[src/rtl/router_pkg.sv]
// Shared router types: payload beat type and output-arbiter state encoding.
package router_pkg;

  localparam int ROUT_MSG_W = 128;
  typedef logic [ROUT_MSG_W-1:0] rout_msg_t;

  typedef enum logic [0:0] {ARB_IDLE, ARB_BUSY} arb_state_e;

  parameter int ARB_TIMEOUT_CYCLES = 64;

endpackage

[src/rtl/router_rr_pick.sv]
// Combinational round-robin picker: first asserted req at or above ptr, wrapping modulo NUM_PORTS.
module router_rr_pick #(
  parameter int NUM_PORTS = 4,
  parameter int IDX_W     = 2
) (
  input  logic [NUM_PORTS-1:0] req,
  input  logic [IDX_W-1:0]     ptr,
  output logic                 found,
  output logic [IDX_W-1:0]     idx
);

  function automatic logic [IDX_W-1:0] wrap_add(input logic [IDX_W-1:0] base, input int off);
    int s;
    s = int'(base) + off;
    if (s >= NUM_PORTS) s = s - NUM_PORTS;
    return IDX_W'(s);
  endfunction

  logic [IDX_W-1:0] w_cand;

  // Scan farthest-first so the closest requester at/after ptr overwrites and wins.
  always_comb begin
    found  = 1'b0;
    idx    = '0;
    w_cand = '0;
    for (int k = NUM_PORTS - 1; k >= 0; k--) begin
      w_cand = wrap_add(ptr, k);
      if (req[w_cand]) begin
        found = 1'b1;
        idx   = w_cand;
      end
    end
  end

endmodule

[src/rtl/router_out_arbiter.sv]
// Per-output packet arbiter: round-robin grant held until tlast.
// Optional stall watchdog enabled by defining ROUTER_ARB_TIMEOUT_EN.
module router_out_arbiter
  import router_pkg::*;
#(
  parameter int NUM_PORTS      = 4,
  parameter int PORT_WIDTH     = 128,
  parameter int TID_W          = 8,
  parameter int TIMEOUT_CYCLES = ARB_TIMEOUT_CYCLES
) (
  input  logic                            clk,
  input  logic                            rst,
  input  logic [NUM_PORTS-1:0]            in_tvalid,
  output logic [NUM_PORTS-1:0]            in_tready,
  input  logic [NUM_PORTS*PORT_WIDTH-1:0] in_tdata,
  input  logic [NUM_PORTS-1:0]            in_tlast,
  output logic                            out_tvalid,
  input  logic                            out_tready,
  output logic [PORT_WIDTH-1:0]           out_tdata,
  output logic                            out_tlast,
  output logic [TID_W-1:0]                out_tid,
  output logic [NUM_PORTS-1:0]            grant,
  output logic                            err_timeout
);

  localparam int IDX_W = (NUM_PORTS > 1) ? $clog2(NUM_PORTS) : 1;

  arb_state_e       r_state, w_state_next;
  logic [IDX_W-1:0] r_ptr, w_ptr_next;
  logic [IDX_W-1:0] r_gnt_idx, w_gnt_idx_next;
  logic [IDX_W-1:0] w_pick_idx, w_gnt_inc;
  logic             w_pick_found, w_busy, w_hs, w_timeout;
  rout_msg_t        w_msg [NUM_PORTS];

  generate
    for (genvar gi = 0; gi < NUM_PORTS; gi++) begin : g_msg
      assign w_msg[gi] = in_tdata[gi*PORT_WIDTH +: PORT_WIDTH];
    end
  endgenerate

  router_rr_pick #(
    .NUM_PORTS (NUM_PORTS),
    .IDX_W     (IDX_W)
  ) u_pick (
    .req   (in_tvalid),
    .ptr   (r_ptr),
    .found (w_pick_found),
    .idx   (w_pick_idx)
  );

  assign w_busy    = (r_state == ARB_BUSY);
  assign w_gnt_inc = (r_gnt_idx == IDX_W'(NUM_PORTS - 1)) ? '0 : r_gnt_idx + IDX_W'(1);

  // Granted input is forwarded combinationally; nothing moves while idle.
  always_comb begin
    in_tready = '0;
    grant     = '0;
    if (w_busy) begin
      in_tready[r_gnt_idx] = out_tready;
      grant[r_gnt_idx]     = 1'b1;
    end
  end

  assign out_tvalid = w_busy & in_tvalid[r_gnt_idx];
  assign out_tdata  = w_msg[r_gnt_idx];
  assign out_tlast  = in_tlast[r_gnt_idx];
  assign out_tid    = TID_W'(r_gnt_idx);
  assign w_hs       = out_tvalid & out_tready;

  always_comb begin
    w_state_next   = r_state;
    w_ptr_next     = r_ptr;
    w_gnt_idx_next = r_gnt_idx;
    case (r_state)
      ARB_IDLE: begin
        if (w_pick_found) begin
          w_gnt_idx_next = w_pick_idx;
          w_state_next   = ARB_BUSY;
        end
      end
      ARB_BUSY: begin
        if ((w_hs && out_tlast) || w_timeout) begin
          w_state_next = ARB_IDLE;
          w_ptr_next   = w_gnt_inc;
        end
      end
      default: w_state_next = ARB_IDLE;
    endcase
  end

  always_ff @(posedge clk) begin
    if (rst) begin
      r_state   <= ARB_IDLE;
      r_ptr     <= '0;
      r_gnt_idx <= '0;
    end else begin
      r_state   <= w_state_next;
      r_ptr     <= w_ptr_next;
      r_gnt_idx <= w_gnt_idx_next;
    end
  end

`ifdef ROUTER_ARB_TIMEOUT_EN
  localparam int CNT_W = $clog2(TIMEOUT_CYCLES + 1);

  logic [CNT_W-1:0] r_stall_cnt;
  logic             r_err_timeout;

  // Fires on the TIMEOUT_CYCLES-th consecutive cycle the granted input has no beat.
  assign w_timeout = w_busy & ~in_tvalid[r_gnt_idx] &
                     (r_stall_cnt == CNT_W'(TIMEOUT_CYCLES - 1));

  always_ff @(posedge clk) begin
    if (rst) begin
      r_stall_cnt   <= '0;
      r_err_timeout <= 1'b0;
    end else begin
      r_err_timeout <= w_timeout;
      if (!w_busy || in_tvalid[r_gnt_idx] || w_timeout) begin
        r_stall_cnt <= '0;
      end else begin
        r_stall_cnt <= r_stall_cnt + CNT_W'(1);
      end
    end
  end

  assign err_timeout = r_err_timeout;
`else
  logic w_unused_timeout;
  assign w_unused_timeout = (TIMEOUT_CYCLES > 0);
  assign w_timeout        = 1'b0;
  assign err_timeout      = 1'b0;
`endif

endmodule

[config.mk]
export PLATFORM = sky130hd
export DESIGN_NAME = router_out_arbiter
export DESIGN_NICKNAME = d
export VERILOG_FILES = /design/src/rtl/router_pkg.sv /design/src/rtl/router_rr_pick.sv /design/src/rtl/router_out_arbiter.sv
export SDC_FILE = /design/constraint.sdc
export NUM_CORES = 1
export LEC_CHECK = 0
export BUFFER_PORTS_ARGS = -buffer_cell sky130_fd_sc_hd__buf_4
export CORE_AREA = 2 2 264 266
export DETAILED_ROUTE_END_ITERATION = 12
export DIE_AREA = 0 0 266 268
export GPL_TIMING_DRIVEN = 0
export SLEW_MARGIN = 20
export SYNTH_ARGS = -nofsm -noshare
export SYNTH_HDL_FRONTEND = slang
export SYNTH_SLANG_ARGS = --single-unit
[constraint.sdc]
create_clock -name clk -period 1.6 [get_ports clk]
set_input_delay 0.08 -clock clk [delete_from_list [all_inputs] [get_ports clk]]
set_output_delay 0.08 -clock clk [all_outputs]
set_load 0.01 [all_outputs]
==> results_dict.tcl, run 1 <==
set metrics [dict create \
    syn-cell-area_sq_um 3650 \
    maximum_number_of_pins_on_one_net_before_global_route_repair 11 \
    timing.critical_path.slowest_stage_cell "mux4_2" \
    ys_warn_count 0 \
    multiInputGateArea_sq_um 3350 \
    finalSetupViolCount 137 \
    drv.max_cap_violation_count 0 \
    synth_sequential_area_ratio_pct 2.75 \
    rr_startpoint "r_gnt_idx[0]" \
    max_slew_violation_count 0 \
    tritoncts "built" \
    first_pass_iters 5 \
    synth_area_leaders "mux4_2 79%, buf_6 3.1%, dfxtp_1 2.7%, buf_2 2.1%, buf_4 1.6%" \
    syn2layout_area_growth_pct 197 \
    largest_family_of_logic_cells_by_synthesized_area "multiplexers" \
    fmax_mhz 518 \
    maxUsedRoutingLayer "met5" \
    synth_simple_gate_area_share_pct 4.29 \
    critical_path_endpoint_category "output pin" \
    period_minus_slack_ns 1.93 \
    portBuffers 662 \
    fin_tns_setup_ns -32.95 \
    avgSynthCellArea_sq_um 16.2 \
    dp_slack_ns -0.923 \
    clk_path_buf_depth 2 \
    routed-wl-met3_microns 4990 \
    synth_xor_xnor_area_share_pct 0 \
    worst-path-max-fanout 8 \
    fillCellCount 7695 \
    fin_cells 1811 \
    ys_types 31 \
    timing.final.ws_setup_ns -0.331 \
    ant_nets 0 \
    hold_ws_ns 0.0771 \
    vias_per_cell 3.36 \
    grt_pass1_vias 6638 \
    hpwlAfterDp_microns 50900 \
    finish.net_count 1448 \
    failed_checks "negative setup slack" \
    drt_first_iter_violations 337 \
    post_route_cells_drive_above_1_share_pct 95.1 \
    path_cells "buf_12 -> buf_16 -> buf_12 -> mux4_2 -> buf_6" \
    crit_path_end "out_tdata[70]" \
    min_path_type "in -> reg" \
    grt_first_pass_wirelength_microns 66900 \
    synthMuxAreaShare_pct 80.9 \
    clk_transition_reported_paths_ns 0.03 \
    grtUsageTotal_pct 14.6 \
    final-seq-area_sq_um 108 \
    cts.htree.levels 1 \
    route.vias.total 6083 \
    worst_ir_drop_vdd_mv 0.251 \
    status "complete, but fails checks" \
    antenna_found_initial 35 \
    final_min_period_over_clock_period_pct 121 \
    syn-instance-count 225 \
    timing.reg2reg.worst_path_depth 7 \
    crit_path_start "r_gnt_idx[0]" \
    timing.setup.critical_path_class "reg -> out" \
    drc_errors 0 \
    ctsHoldBuffers 0 \
    floorplan.core_area_sq_um 68200 \
    wl_met1_microns 20400 \
    routedWlPerCell_microns 30.7 \
    synth_top_area_share_pct 79.1 \
    ctsRootBufferMaster "clkbuf_16" \
    route.final.wire_length_microns 55700 \
    fraction_of_the_mapped_netlist_area_in_adder_cells_pct 1.37 \
    ys_ff_latch 5 \
    synth_compound_area_share_pct 2.78 \
    placement_rows 96 \
    floorplan.initialDensity_pct 5.34 \
    hold_viol_final 0 \
    wl_met2_microns 28400 \
    power.density_cell_area_nw_per_um2 444 \
    synth_top_cell_by_area "mux4_2" \
    inst_count_dp 1775 \
    cts.sink_count 5 \
    worst_setup_start_kind "flip-flop" \
    timing.clock.skew_ns 0.000755 \
    worst-endpoint-arrival_ns 1.85 \
    data_required_critical_path_ns 1.52 \
    floorplan.die_area_sq_um 71300 \
    unrepaired_setup_endpoints_after_global_routing "yes" \
    clkLatencyLatePin_ns 0.23 \
    r2r_setup_slack_ns -0.25 \
    cts_made_buffers 3 \
    final_core_utilization_pct 15.8 \
    grt_overflow_total 0 \
    critPathMostFrequentCell "buf_12" \
    die_width_microns 266 \
    crit_reg_reg_endpoint "r_ptr[0]" \
    fp.dieH_microns 268 \
    io-pin-count 670 \
    gp_congestion 0.890 \
    critical-path-max-stage-delay_ns 0.59 \
    cellLeakagePower_nw 4.67 \
]
-- metrics by stage --
stage | power, W | cell area (sq um)
2_1_floorplan | 0.00146 | 3670
3_3_place_gp | 0.00395 | 9740
3_5_place_dp | 0.00398 | 9740
4_1_cts | 0.00497 | 10800
5_1_grt | 0.00503 | 10800
6_report | 0.00480 | 10800
-- worst max-delay path: cells and delay by family (launching register included) --
family	cells	cell delay (ns)
buffers and inverters	4	0.66
muxes	1	0.59
DFF	1	0.34
-- sequential cells by signal (all words and copies together), names as in the netlist --
signal     count
r_state        1
r_ptr          2
r_gnt_idx      2
-- final cells by class --
class / instances / share of cell area (%)
flip-flops and latches: 5 / 0.995
clock buffers: 4 / 0.729
plain buffers: 36 / 3.90
repair buffers: 687 / 52.7
diodes: 9 / 0.208
well taps: 882 / 10.2
inverters: 5 / 0.312
multi-input cells: 183 / 31.0
-- metal layers --
layer | up-vias | global-route usage [%]
li1 | 2456 | -
met1 | 2962 | 16.2
met2 | 546 | 27.1
met3 | 87 | 4.44
met4 | 32 | 3.84
met5 | - | 0
-- where the power goes --
group | leakage [nW] | switching (W) | total, W | internal [W]
logic | 4.59 | 0.00180 | 0.00424 | 0.00245
registers | 0.0424 | 0.0000103 | 0.000146 | 0.000136
clock network | 0.0382 | 0.0000813 | 0.000411 | 0.000330
total | 4.67 | 0.00189 | 0.00480 | 0.00291
-- logic make-up (layout without fill, tap and decap cells) --
family / Yosys count / after routing
muxes: 134 / 134
buffers and inverters: 43 / 732
and+or+nand+nor: 27 / 27
AOI/OAI and AO/OA: 11 / 11
DFF: 5 / 5
adders and majority gates: 4 / 4
other: 1 / 16
-- synthesized netlist by cell type, drive strengths merged --
| library cell | number |
|---|---|
| o41ai | 1 |
| conb | 1 |
| and3 | 5 |
| mux2i | 4 |
| mux4 | 128 |
| o22ai | 1 |
| o21ai | 1 |
| nor3 | 2 |
| nor3b | 1 |
| nand2 | 4 |
| o2bb2ai | 1 |
| clkbuf | 5 |
| mux2 | 2 |
| nand2b | 3 |
| o21bai | 1 |
| a21oi | 4 |
| o221a | 1 |
| nor2b | 3 |
| o221ai | 1 |
| or4b | 1 |
| dfxtp | 5 |
| nor2 | 4 |
| inv | 5 |
| buf | 33 |
| and2 | 4 |
| ha | 4 |
-- cells in the final DEF (no fill, tap or decap), types with 6 or more instances in the layout --
master	instances
buf_12	17
buf_4	590
buf_6	99
clkbuf_16	6
conb_1	7
diode_2	9
mux4_2	128
-- timing repair --
action / in CTS / in global routing
endpoints found under the setup margin: 139 / 137
cloned: 7 / 1
pin swaps: 0 / 2
setup buffers: 17 / 6
resized for setup: 163 / 18
-- worst min-delay path by stage --
stage	slack, ns	from	end	cells after the start
after global placement	0.29	rst	r_gnt_idx[0]	2
after global routing	0.09	rst	r_gnt_idx[1]	2
after CTS	0.06	rst	r_gnt_idx[0]	2
after detailed placement	0.30	rst	r_gnt_idx[0]	2
final	0.08	rst	r_gnt_idx[1]	2
after floorplan	0.14	rst	r_gnt_idx[0]	1
Note: power is estimated with default switching activity, not from simulation.
==> inputs of run 2 (changes only) <==
- CORE_AREA: 2 2 264 266 -> 2 2 260 262
- DIE_AREA: 0 0 266 268 -> 0 0 262 264
- clock period: 1.6 -> 2.4 ns (I/O delays scaled with it)
==> run 2 against run 1 <==
Effect of this change:
- via count is 3.2% lower
- the run now ends clean
- first-iteration DRC count fell by 14%
- sequential power shrank 32%
- core utilization shrank 1.0 points
- power decreased by 40%
- sequential share of layout area hardly changed
- register-to-register slack better by 0.91 ns
==> results_dict.tcl, run 2 (synthesis gave the netlist of run 1 again) <==
set metrics [dict create \
    status "complete, no violations" \
    grtUsageTotal_pct 13.9 \
    fmax_mhz 437 \
    min_path_type "in -> reg" \
    critical_path_endpoint_category "output pin" \
    floorplan.initialDensity_pct 5.48 \
    route.vias.total 5888 \
    drc_errors 0 \
    crit_path_start "r_gnt_idx[1]" \
    layout_commonest_cell "buf_4" \
    grt_pass1_vias 6554 \
    sequentialPowerShare_pct 3.4 \
    fp.dieH_microns 264 \
    placement_rows 95 \
    min_path_cells 2 \
    tritoncts "built" \
    routed-wl-met3_microns 6200 \
    dp_slack_ns -0.342 \
    clockPowerShare_pct 9.8 \
    grt_first_pass_wirelength_microns 62400 \
    ant_nets 0 \
    cts_post_setup_buffers_inserted 0 \
    gp_congestion 0.998 \
    power.density_cell_area_nw_per_um2 292 \
    grt_overflow_total 0 \
    r2r_setup_slack_ns 0.66 \
    clk_path_buf_depth 2 \
    timing.reg2reg.worst_path_depth 5 \
    timing.final.ws_setup_ns 0.111 \
    worst_hold_startpoint "rst" \
    io-pin-count 670 \
    cts.sink_count 5 \
    drt_first_iter_violations 291 \
    layout_top_registers "r_gnt_idx x2, r_ptr x2, r_state x1" \
    maximum_number_of_pins_on_one_net_before_global_route_repair 11 \
    finish.net_count 1425 \
    hold_viol_final 0 \
    finalSetupViolCount 0 \
    cts.htree.levels 1 \
    worst_setup_start_kind "flip-flop" \
    wl_met2_microns 24400 \
    wl_met1_microns 19300 \
    final_core_utilization_pct 14.8 \
    clk_transition_reported_paths_ns 0.04 \
    first_pass_iters 4 \
    vias_per_cell 3.30 \
    route.final.wire_length_microns 51800 \
    worst_ir_drop_vdd_mv 0.156 \
    cts_made_buffers 3 \
    rr_startpoint "r_gnt_idx[0]" \
    post_route_cells_drive_above_1_share_pct 93.1 \
    timing.clock.skew_ns 0.00546 \
    worst-path-max-fanout 10 \
    period_minus_slack_ns 2.29 \
    timing.setup.critical_path_class "reg -> out" \
    crit_reg_reg_endpoint "r_ptr[0]" \
    portBuffers 662 \
    netSwitchingFraction_pct 41.6 \
    slew_headroom_pct 51.2 \
    antenna_found_initial 34 \
    die_width_microns 262 \
    maxUsedRoutingLayer "met5" \
    unrepaired_setup_endpoints_after_global_routing "no" \
    worst-endpoint-arrival_ns 2.17 \
    routedWlPerCell_microns 29.0 \
    final_min_period_over_clock_period_pct 95.4 \
    floorplan.die_area_sq_um 69200 \
    max_slew.worst_pin.slew_ns 0.731 \
    hpwlAfterDp_microns 48300 \
    hold_end "r_gnt_idx[0]" \
    drv.max_cap_violation_count 0 \
    max_slew_violation_count 0 \
    ctsRootBufferMaster "clkbuf_16" \
    clkLatencyLatePin_ns 0.23 \
    cellLeakagePower_nw 4.32 \
    combinationalPowerShare_pct 86.7 \
    intPower_w 0.00169 \
    power.net_switching_w 0.00120 \
    most-common-layout-cells "672 x buf_4, 128 x mux4_2, 11 x buf_6, 11 x buf_2, 7 x conb_1" \
    floorplan.core_area_sq_um 66600 \
    syn2layout_area_growth_pct 171 \
    data_required_critical_path_ns 2.28 \
]
## run 2: final cells by class
cell class | count | area, sq um
tap | 873 | 1090
buffer | 38 | 298
timing repair buffer | 662 | 4970
inverter | 5 | 18.8
sequential | 5 | 101
clock buffer | 4 | 78.8
fill | 7591 | 56700
multi-input combinational | 183 | 3280
antenna | 14 | 35.0
## run 2: worst max-delay path, cell delays in order (launching register included)
cell	delay, ns
dfxtp_1	0.45
buf_4	0.24
clkbuf_1	0.58
mux4_2	0.46
buf_4	0.19
## run 2: metrics by stage
step / hold slack, ns / power (W) / instances / TNS [ns] / cell area [sq um]
2_1_floorplan: 0.189 / 0.000974 / 231 / 0 / 3670
3_3_place_gp: 0.379 / 0.00265 / 1766 / -55.81 / 9730
3_5_place_dp: 0.380 / 0.00267 / 1766 / -7.94 / 9730
4_1_cts: 0.129 / 0.00297 / 1770 / 0 / 9840
5_1_grt: 0.139 / 0.00304 / 1779 / 0 / 9860
6_report: 0.125 / 0.00289 / 1784 / 0 / 9880
## run 2: timing repair
item | 4_1_cts | 5_1_grt
gates resized for setup | 10 | 0
setup endpoints to repair | 91 | 0
endpoints found under the hold margin | 0 | 0
hold buffers | 0 | 0
## run 2: metal layers
metal	vias up	GRT usage [%]
met5	-	0
met4	30	3.94
met3	76	5.44
met2	486	23.8
met1	2887	15.8
li1	2409	-
## run 2: power by group through the flow
stage	Sequential, W	Combinational (W)	Clock, W
after floorplan	0.0000976	0.000877	0
after global placement	0.000101	0.00255	0
after detailed placement	0.000101	0.00257	0
after CTS	0.000100	0.00259	0.000288
after global routing	0.000101	0.00264	0.000295
final	0.0000991	0.00250	0.000284
## run 2: worst max path at each step
stage                      to  slack [ns]  cells past startpoint
2_1_floorplan        r_ptr[0]        0.77                      5
3_3_place_gp     out_tdata[8]       -0.88                      5
3_5_place_dp     out_tdata[8]       -0.34                      5
4_1_cts         out_tdata[43]       0.008                      5
5_1_grt          out_tdata[8]       0.005                      5
6_report       out_tdata[120]        0.11                      4
==> inputs of run 3 (changes only) <==
- PLACE_DENSITY: not set -> 0.3
==> run 3 against run 2 <==
Effect of this change:
- power is 6.6% lower
- die area unchanged
- routed wire length decreased by 21%
- count of clock-buffer cells in the layout unchanged
- sequential power down 2%
- clock power down 5%
==> results_dict.tcl, run 3 (synthesis gave the netlist of run 1 again) <==
set metrics [dict create \
    status "complete, no violations" \
    path_cells "buf_6 -> buf_12 -> buf_8 -> mux4_2 -> buf_4" \
    hold_viol_final 0 \
    fmax_mhz 442 \
    crit_reg_reg_endpoint "r_ptr[0]" \
    layout_top_registers "r_gnt_idx x2, r_ptr x2, r_state x1" \
    grt_overflow_total 0 \
    ctsRootBufferMaster "clkbuf_16" \
    routedWlPerCell_microns 22.9 \
    ctsHoldBuffers 0 \
    unrepaired_setup_endpoints_after_global_routing "no" \
    floorplan.initialDensity_pct 5.48 \
    hold_end "r_state" \
    clkLatencyLatePin_ns 0.23 \
    power_w 0.00270 \
    count_of_buffering_cells_on_the_critical_path_with_inverters_included 4 \
    drv.max_cap_violation_count 0 \
    clk_transition_reported_paths_ns 0.03 \
    die_width_microns 262 \
    critical-path-max-stage-delay_ns 0.63 \
    clk_path_buf_depth 2 \
    drt_first_iter_violations 220 \
    drc_errors 0 \
    floorplan.core_area_sq_um 66600 \
    antenna_found_initial 11 \
    period_minus_slack_ns 2.26 \
    cts_post_setup_buffers_inserted 0 \
    hpwlAfterDp_microns 36900 \
    grt_first_pass_wirelength_microns 50900 \
    timing.critical_path.slowest_stage_cell "mux4_2" \
    timing.reg2reg.worst_path_depth 5 \
    post_route_cells_drive_above_1_share_pct 93.1 \
    data_required_critical_path_ns 2.28 \
    dpl_cell_area_sq_um 9730 \
    ant_nets 0 \
    vias_per_cell 3.15 \
    fillCellCount 7587 \
    syn2layout_area_growth_pct 170 \
    min_path_type "in -> reg" \
    finalSetupViolCount 0 \
    worst_path_dominant_cell_family "buffers and inverters" \
    route.vias.total 5584 \
    final_area_sq_um 9850 \
    tritoncts "built" \
    power.density_cell_area_nw_per_um2 274 \
    portBuffers 662 \
    fin_cells 1772 \
    min_path_cells 2 \
    worst_hold_startpoint "rst" \
    cts.htree.levels 1 \
    finish.net_count 1425 \
    final_core_utilization_pct 14.8 \
    rr_startpoint "r_gnt_idx[0]" \
    gp_congestion 0.789 \
    final_min_period_over_clock_period_pct 94.3 \
    cellLeakagePower_nw 4.33 \
    maximum_number_of_pins_on_one_net_before_global_route_repair 11 \
    first_pass_iters 6 \
    grtUsageTotal_pct 10.8 \
    most-common-layout-cells "673 x buf_4, 128 x mux4_2, 11 x buf_2" \
    worst_ir_drop_vdd_mv 0.139 \
    r2r_setup_slack_ns 0.64 \
    io-pin-count 670 \
    cts.sink_count 5 \
    crit_path_start "r_gnt_idx[0]" \
    slew_headroom_pct 55.4 \
    worst-path-max-fanout 10 \
    worst_setup_start_kind "flip-flop" \
    critical_path_endpoint_category "output pin" \
    layout_commonest_cell "buf_4" \
    grt_pass1_vias 6071 \
    fp.dieH_microns 264 \
    max_slew.worst_pin.slew_ns 0.668 \
    timing.clock.skew_ns 0.00320 \
    cts_made_buffers 3 \
    floorplan.die_area_sq_um 69200 \
    inst_count_dp 1766 \
    route.final.wire_length_microns 40600 \
    worst-endpoint-arrival_ns 2.14 \
    timing.setup.critical_path_class "reg -> out" \
    max_slew_violation_count 0 \
    placement_rows 95 \
]
==> run 3: worst reg2reg max path: stages (launching register included) <==
cell     delay (ns)
dfxtp_1        0.41
buf_6          0.22
mux2_4         0.33
and3_4         0.19
o21ai_4        0.16
mux2_1         0.34
==> run 3: where the power goes <==
group / switching, W / internal (W) / total [W]
registers: 0.00000657 / 0.0000908 / 0.0000974
logic: 0.000958 / 0.00137 / 0.00233
clock network: 0.0000513 / 0.000220 / 0.000271
==> run 3: through the flow <==
step	setup slack [ns]	hold WS, ns	setup TNS, ns
2_1_floorplan	0.769	0.189	0
6_report	0.137	0.139	0
3_5_place_dp	-0.273	0.361	-3.90
4_1_cts	0.0337	0.133	0
3_3_place_gp	-0.795	0.361	-51.00
5_1_grt	0.0375	0.162	0
==> run 3: cell type report <==
class / instances / area [sq um] / area share [%]
Timing Repair Buffer: 662 / 4970 / 50.4
Multi-Input combinational cell: 183 / 3280 / 33.3
Tap cell: 873 / 1090 / 11.1
Buffer: 38 / 304 / 3.09
Sequential cell: 5 / 100 / 1.02
Clock buffer: 4 / 78.8 / 0.800
Inverter: 5 / 18.8 / 0.191
Antenna cell: 2 / 5.00 / 0.0508
==> run 3: routing by layer <==
metal | vias up | part of all wire (%) | track usage, %
met2 | 361 | 49 | 18.7
li1 | 2395 | - | -
met4 | 10 | 1.1 | 1.57
met3 | 20 | 10 | 3.05
met5 | - | 0.15 | 0
met1 | 2798 | 40 | 13.5
==> run 3: repair_timing <==
| action | CTS | global route |
|---|---|---|
| cloned | 0 | 0 |
| setup endpoints to repair | 89 | 4 |
| pin swaps | 0 | 0 |
| endpoints found under the hold margin | 0 | 0 |
| resized for setup | 10 | 1 |
==> run 3: how the worst max path moves through the flow <==
stage / endpoint / slack, ns / cells past startpoint
2_1_floorplan: r_ptr[0] / 0.77 / 5
3_3_place_gp: out_tdata[57] / -0.79 / 5
3_5_place_dp: out_tdata[57] / -0.27 / 5
4_1_cts: out_tdata[22] / 0.03 / 5
5_1_grt: out_tdata[57] / 0.04 / 5
6_report: out_tdata[57] / 0.14 / 5
